<file path="src/rtl/fifo_burst_reader_if.sv">
// rtl/fifo_burst_reader_if.sv - Valid/ready framed word stream from the burst reader to its consumer
interface fifo_burst_reader_if #(
    parameter int DataWidth = 16
);
    logic [DataWidth-1:0] m_data;
    logic                 m_valid;
    logic                 m_last;
    logic                 m_ready;

    modport master (output m_data, output m_valid, output m_last, input m_ready);
    modport slave  (input m_data, input m_valid, input m_last, output m_ready);
endinterface

</file>
<file path="src/rtl/fifo_burst_reader.sv">
// rtl/fifo_burst_reader.sv - Burst read controller for the negedge FIFO; idle-timeout partial bursts under FIFO_BURST_READER_TIMEOUT_EN
module fifo_burst_reader #(
    parameter int DataWidth     = 16,
    parameter int BurstLen      = 16,
    parameter int LenWidth      = 12,
    parameter int TimeoutCycles = 256
) (
    input  logic                 clk,
    input  logic                 rst,
    input  logic                 empty,
    input  logic [DataWidth-1:0] fifo_level,
    input  logic [DataWidth-1:0] fifo_data,
    output logic                 rd,
    input  logic                 flush,
    fifo_burst_reader_if.master  m_if,
    output logic                 busy,
    output logic                 burst_done
);
    localparam logic [1:0] StIdle  = 2'd0;
    localparam logic [1:0] StRead  = 2'd1;
    localparam logic [1:0] StDrain = 2'd2;

    localparam logic [DataWidth-1:0] BurstLevel = DataWidth'(BurstLen);
    localparam logic [LenWidth-1:0]  BurstLenL  = LenWidth'(BurstLen);

    logic [1:0]           state_q, state_d;
    logic [LenWidth-1:0]  rem_q, rem_d;
    logic                 rd_q, rd_d;
    logic                 rd_last_q, rd_last_d;
    logic [1:0]           occ_q, occ_d;
    logic [DataWidth-1:0] data0_q, data0_d, data1_q, data1_d;
    logic                 last0_q, last0_d, last1_q, last1_d;
    logic                 done_q, done_d;

    logic                 pop;
    logic                 level_full;
    logic                 timeout_hit;
    logic                 start;
    logic [LenWidth-1:0]  start_len;
    logic [2:0]           occ_next;

    assign pop        = (occ_q != 2'd0) && m_if.m_ready;
    // Buffer occupancy as it will stand after this edge; a read issued now lands one edge later.
    assign occ_next   = {1'b0, occ_q} + {2'b0, rd_q} - {2'b0, pop};
    assign level_full = fifo_level >= BurstLevel;
    assign start_len  = level_full ? BurstLenL : fifo_level[LenWidth-1:0];
    assign start      = (state_q == StIdle) && !empty && (fifo_level != '0)
                        && (level_full || flush || timeout_hit);

`ifdef FIFO_BURST_READER_TIMEOUT_EN
    localparam logic [15:0] TimeoutLimit = 16'(TimeoutCycles);

    logic [15:0] idle_cnt_q, idle_cnt_d;

    always_comb begin
        idle_cnt_d = '0;
        if ((state_q == StIdle) && !start && !empty && !level_full) begin
            idle_cnt_d = idle_cnt_q + 16'd1;
        end
    end

    always_ff @(posedge clk) begin
        if (rst) begin
            idle_cnt_q <= '0;
        end else begin
            idle_cnt_q <= idle_cnt_d;
        end
    end

    assign timeout_hit = idle_cnt_q >= TimeoutLimit;
`else
    // Never true; partial bursts only start from flush in this build.
    assign timeout_hit = (TimeoutCycles < 0);
`endif

    always_comb begin
        state_d   = state_q;
        rem_d     = rem_q;
        rd_d      = 1'b0;
        rd_last_d = 1'b0;
        done_d    = pop && last0_q;
        case (state_q)
            StIdle: begin
                if (start) begin
                    rd_d      = 1'b1;
                    rd_last_d = (start_len == LenWidth'(1));
                    rem_d     = start_len - LenWidth'(1);
                    state_d   = (start_len == LenWidth'(1)) ? StDrain : StRead;
                end
            end
            StRead: begin
                if ((rem_q != '0) && !empty && (occ_next <= 3'd1)) begin
                    rd_d  = 1'b1;
                    rem_d = rem_q - LenWidth'(1);
                    if (rem_q == LenWidth'(1)) begin
                        rd_last_d = 1'b1;
                        state_d   = StDrain;
                    end
                end
            end
            StDrain: begin
                if (pop && last0_q) begin
                    state_d = StIdle;
                end
            end
            default: state_d = StIdle;
        endcase
    end

    // Two-entry output buffer; entry 0 is always the head presented downstream.
    always_comb begin
        occ_d   = occ_q;
        data0_d = data0_q;
        data1_d = data1_q;
        last0_d = last0_q;
        last1_d = last1_q;
        case ({rd_q, pop})
            2'b10: begin
                occ_d = occ_q + 2'd1;
                if (occ_q == 2'd0) begin
                    data0_d = fifo_data;
                    last0_d = rd_last_q;
                end else begin
                    data1_d = fifo_data;
                    last1_d = rd_last_q;
                end
            end
            2'b01: begin
                occ_d   = occ_q - 2'd1;
                data0_d = data1_q;
                last0_d = last1_q;
                last1_d = 1'b0;
            end
            2'b11: begin
                if (occ_q == 2'd1) begin
                    data0_d = fifo_data;
                    last0_d = rd_last_q;
                end else begin
                    data0_d = data1_q;
                    last0_d = last1_q;
                    data1_d = fifo_data;
                    last1_d = rd_last_q;
                end
            end
            default: ;
        endcase
    end

    always_ff @(posedge clk) begin
        if (rst) begin
            state_q   <= StIdle;
            rem_q     <= '0;
            rd_q      <= 1'b0;
            rd_last_q <= 1'b0;
            occ_q     <= 2'd0;
            data0_q   <= '0;
            data1_q   <= '0;
            last0_q   <= 1'b0;
            last1_q   <= 1'b0;
            done_q    <= 1'b0;
        end else begin
            state_q   <= state_d;
            rem_q     <= rem_d;
            rd_q      <= rd_d;
            rd_last_q <= rd_last_d;
            occ_q     <= occ_d;
            data0_q   <= data0_d;
            data1_q   <= data1_d;
            last0_q   <= last0_d;
            last1_q   <= last1_d;
            done_q    <= done_d;
        end
    end

    assign rd          = rd_q;
    assign m_if.m_data  = data0_q;
    assign m_if.m_last  = last0_q;
    assign m_if.m_valid = (occ_q != 2'd0);
    assign busy        = (state_q != StIdle);
    assign burst_done  = done_q;
endmodule
</file>
<file path="src/flat_wrapper.sv">
// flat-port wrapper written by rule: the top's interface ports become plain ports
module fifo_burst_reader_flat 
#(
    parameter int DataWidth     = 16,
    parameter int BurstLen      = 16,
    parameter int LenWidth      = 12,
    parameter int TimeoutCycles = 256
)
  (clk, rst, empty, fifo_level, fifo_data, rd, flush, busy, burst_done, m_if_m_data, m_if_m_valid, m_if_m_last, m_if_m_ready);
  fifo_burst_reader_if #(.DataWidth(DataWidth)) m_if_i ();
  input  logic clk;
  input  logic rst;
  input  logic empty;
  input  logic [DataWidth-1:0] fifo_level;
  input  logic [DataWidth-1:0] fifo_data;
  output logic rd;
  input  logic flush;
  output logic busy;
  output logic burst_done;
  output wire logic [$bits(m_if_i.m_data)-1:0] m_if_m_data;
  output wire logic [$bits(m_if_i.m_valid)-1:0] m_if_m_valid;
  output wire logic [$bits(m_if_i.m_last)-1:0] m_if_m_last;
  input wire logic [$bits(m_if_i.m_ready)-1:0] m_if_m_ready;
  assign m_if_m_data = m_if_i.m_data;
  assign m_if_m_valid = m_if_i.m_valid;
  assign m_if_m_last = m_if_i.m_last;
  assign m_if_i.m_ready = m_if_m_ready;
  fifo_burst_reader #(.DataWidth(DataWidth), .BurstLen(BurstLen), .LenWidth(LenWidth), .TimeoutCycles(TimeoutCycles)) u_core (.clk(clk), .rst(rst), .empty(empty), .fifo_level(fifo_level), .fifo_data(fifo_data), .rd(rd), .flush(flush), .m_if(m_if_i), .busy(busy), .burst_done(burst_done));
endmodule
</file>
<file path="config.mk">
export PLATFORM = sky130hd
export DESIGN_NAME = fifo_burst_reader_flat
export DESIGN_NICKNAME = d
export VERILOG_FILES = /design/src/rtl/fifo_burst_reader_if.sv /design/src/rtl/fifo_burst_reader.sv /design/src/flat_wrapper.sv
export SDC_FILE = /design/constraint.sdc
export NUM_CORES = 1
export LEC_CHECK = 0
export ABC_AREA = 1
export BUFFER_PORTS_ARGS = -buffer_cell sky130_fd_sc_hd__buf_2
export CORE_AREA = 2 2 92 94
export CTS_CLUSTER_SIZE = 20
export DETAILED_ROUTE_END_ITERATION = 8
export DIE_AREA = 0 0 94 96
export HOLD_SLACK_MARGIN = 0.15
export PLACE_DENSITY = 0.66
export SYNTH_ARGS = -nofsm -noshare
export SYNTH_HDL_FRONTEND = slang
export SYNTH_SLANG_ARGS = --single-unit
</file>
<file path="constraint.sdc">
create_clock -name clk -period 2.44 [get_ports clk]
set_input_delay 0.122 -clock clk [delete_from_list [all_inputs] [get_ports clk]]
set_output_delay 0.122 -clock clk [all_outputs]
set_load 0.02 [all_outputs]
</file>
==> impl_metrics.json <==
{
  "leading_cell_type_in_the_layout_fill_and_taps_excluded": "sky130_fd_sc_hd__inv_1",
  "placed_area_sq_um": 3480,
  "finalWirelength_um": 7110,
  "maxSlewHeadroom": 0.521,
  "power_density_nw_per_um2": 1170,
  "yosysSeqAreaShare": 0.359,
  "total_global_route_track_usage": 0.164,
  "die-width_um": 94,
  "root_buffer": "sky130_fd_sc_hd__clkbuf_8",
  "achievable-frequency_ghz": 0.404,
  "critical_path.slowest_cell": "sky130_fd_sc_hd__fa_1",
  "cp.arrival_ns": 2.72,
  "timing.critical_path.slowest_cell_delay_ns": 0.49,
  "grt_pass1_wl_um": 12200,
  "buffer_depth_of_the_longest_clock_path": 2,
  "max-cap-violations": 0,
  "net_count_after_synthesis": 481,
  "viasPerCell": 4.82,
  "grt_setup_unrepaired": "true",
  "slew_viol_final": 0,
  "detailed_place_hpwl_um": 4910,
  "synth_area_leader_cell": "sky130_fd_sc_hd__dfxtp_1",
  "syn2layout_area_growth_pct": 31.9,
  "fillCellCount": 797,
  "clock_insertion_delay_worst_skew_ns": 0.31,
  "layout_worst_path_cycle_share": 1.01,
  "status": "finished with violations",
  "syn_area_per_cell_sq_um": 6.84,
  "post-route-min-period_ns": 2.47,
  "overall_power_mw": 4.56,
  "drive_gt1_frac": 0.250,
  "critPathMaxFanout": 2,
  "final_antenna_net_count": 0,
  "drt_first_iter_violations": 124,
  "detail_route.first_pass.iterations": 4,
  "core-area_sq_um": 8050,
  "clock_tree_from_tritoncts": "done",
  "final.hold.worst_slack_ns": 0.288,
  "grt_start_max_net_pins": 36,
  "first_global_vias": 2882,
  "violations": "setup timing",
  "critical_path_class": "register to register",
  "min_path_type": "input pin to register",
  "finish.net_count": 568,
  "crit_chain": "inv_2, ha_4, inv_6, nand2_4, inv_4, ha_4, inv_4, ha_4, inv_2, fa_1, nand3_2, nor2_4, buf_6, nand4_1, nand2_1, nand3_1, nand2_1, inv_1, nor2_1",
  "power.static_leakage_nw": 1.89,
  "timing.clock.skew_ns": 0.00699,
  "cts.sink_count": 53,
  "cts-buffers-inserted": 5,
  "ys_seq_elements": 53,
  "residual_drc_count": 0,
  "peakVddDrop_mv": 0.433,
  "yosysWarnings": 0,
  "wire_per_inst_um": 11.4,
  "floorplan.die_area_sq_um": 9020,
  "crit_required_ns": 2.69,
  "floorplan_row_count": 33,
  "route.vias.total": 3013,
  "gp_routability_congestion": 0.818,
  "number_of_antenna_violations_at_the_first_check_in_global_routing": 0,
  "synth.top_cells.by_area": "sky130_fd_sc_hd__dfxtp_1, sky130_fd_sc_hd__inv_1, sky130_fd_sc_hd__nor2_1",
  "grt_overflow": 0,
  "final_cell_mix": "sky130_fd_sc_hd__inv_1, sky130_fd_sc_hd__nor2_1, sky130_fd_sc_hd__buf_2",
  "boundaryPins": 58,
  "timing.critical_path.from_type": "register",
  "layout_setup_ws_ns": -0.0328,
  "place_ws_ns": -0.0867,
  "hold_viol_final": 0,
  "critical-path-top-cell-by-count": "sky130_fd_sc_hd__ha_4",
  "design_area_sq_um": 3900,
  "yosysUniqueCellTypes": 33,
  "worstMarginPinSlew_ns": 0.716,
  "h-tree-depth": 2,
  "worst-path-buf-inv": 7,
  "num_antenna_cells": 0,
  "clkSlewWorstSetupHoldPaths_ns": 0.10,
  "endpoint_kind": "register",
  "port-buffer-count": 57,
  "initial_utilization": 0.367,
  "yosysTopAreaCellShare": 0.359,
  "setup_tns_ns": -0.126,
  "setup_viol": 7,
  "critPathTopFamily": "adder cells",
  "netlist_area_sq_um": 2950,
  "cells_after_synthesis": 432,
  "die_ht_um": 96
}
sequential cells by signal, summed over array words and instances, names as in the netlist, 2 cells and up:
name	count
u_core.occ_q	2
u_core.m_if.m_data	16
u_core.data1_q	16
u_core.rem_q	12
u_core.state_q	2
report_power, final:
part	internal, mW	switching (mW)
Combinational	1.02	1.62
Sequential	1.19	0.192
Clock	0.208	0.321
Total	2.43	2.13
layer usage:
layer	vias to the layer above	track usage	wire length, um
li1	1561	-	-
met1	1392	0.186	3120
met2	52	0.314	3680
met3	8	0.0282	245
met4	0	0.0471	71
met5	-	0	0
worst reg2reg max path, cell delays in order (launching register included):
cell,delay [ns]
sky130_fd_sc_hd__dfxtp_2,0.35
sky130_fd_sc_hd__inv_2,0.05
sky130_fd_sc_hd__ha_4,0.17
sky130_fd_sc_hd__inv_6,0.05
sky130_fd_sc_hd__nand2_4,0.05
sky130_fd_sc_hd__inv_4,0.05
sky130_fd_sc_hd__ha_4,0.20
sky130_fd_sc_hd__inv_4,0.05
sky130_fd_sc_hd__ha_4,0.11
sky130_fd_sc_hd__inv_2,0.03
sky130_fd_sc_hd__fa_1,0.49
sky130_fd_sc_hd__nand3_2,0.08
sky130_fd_sc_hd__nor2_4,0.16
sky130_fd_sc_hd__buf_6,0.11
sky130_fd_sc_hd__nand4_1,0.07
sky130_fd_sc_hd__nand2_1,0.11
sky130_fd_sc_hd__nand3_1,0.08
sky130_fd_sc_hd__nand2_1,0.06
sky130_fd_sc_hd__inv_1,0.04
sky130_fd_sc_hd__nor2_1,0.09
path summary, 6_finish.rpt:
check	to	start	slack, ns	depth (start not counted)
hold reg to reg	u_core.data1_q[2]	u_core.data1_q[2]	0.46	2
hold / removal	u_core.rem_q[2]	fifo_level[2]	0.29	5
setup / recovery	u_core.state_q[0]	u_core.occ_q[1]	-0.03	19
setup reg to reg	u_core.state_q[0]	u_core.occ_q[1]	-0.03	19
Yosys cell counts, drive strengths merged:
library cell and n:
ha 11, nor3 1, or2 1, fa 1, o221ai 17, nor2 77
xor2 2, buf 7, o2111ai 1, o21a 1, o211ai 1, nand4 5
a2bb2oi 1, o21ai 56, nand2 48, nand3 17, a21oi 32, nand3b 2
clkinv 1, inv 89, dfxtp 53, clkbuf 8
cells by family (layout without fill, tap and decap cells):
family	after synthesis	in the layout	share of synthesized area
AOI/OAI and AO/OA	109	109	0.212
DFF	53	53	0.359
and+or+nand+nor	151	152	0.231
xor gates and xnor gates	2	2	0.00593
adders and majority gates	12	12	0.0534
buffers and inverters	105	192	0.138
area by class of cell:
class                      count  area (sq um)  area share
inverter                      90           355      0.0912
clock inverter                 3          25.0     0.00642
timing repair buffer          93           622       0.160
multi-input combinational    275          1620       0.416
timing repair inverter         1          11.3     0.00289
tap                          105           131      0.0337
clock buffer                   5          68.8      0.0177
sequential                    53          1060       0.273
through the flow:
stage	instances	utilization
2_1_floorplan	432	-
3_3_place_gp	595	0.432
4_1_cts	625	0.474
5_1_grt	625	0.484
6_report	625	0.484
3_5_place_dp	595	0.432
what timing repair did:
action | CTS | global route
endpoints found under the setup margin | 13 | 19
hold buffers | 17 | 0
hold endpoints to repair | 20 | 0
pin swaps | 9 | 6
gates cloned | 2 | 0
buffers inserted | 3 | 0
resized for setup | 11 | 21
No activity file was read; power rests on OpenSTA's default activity.
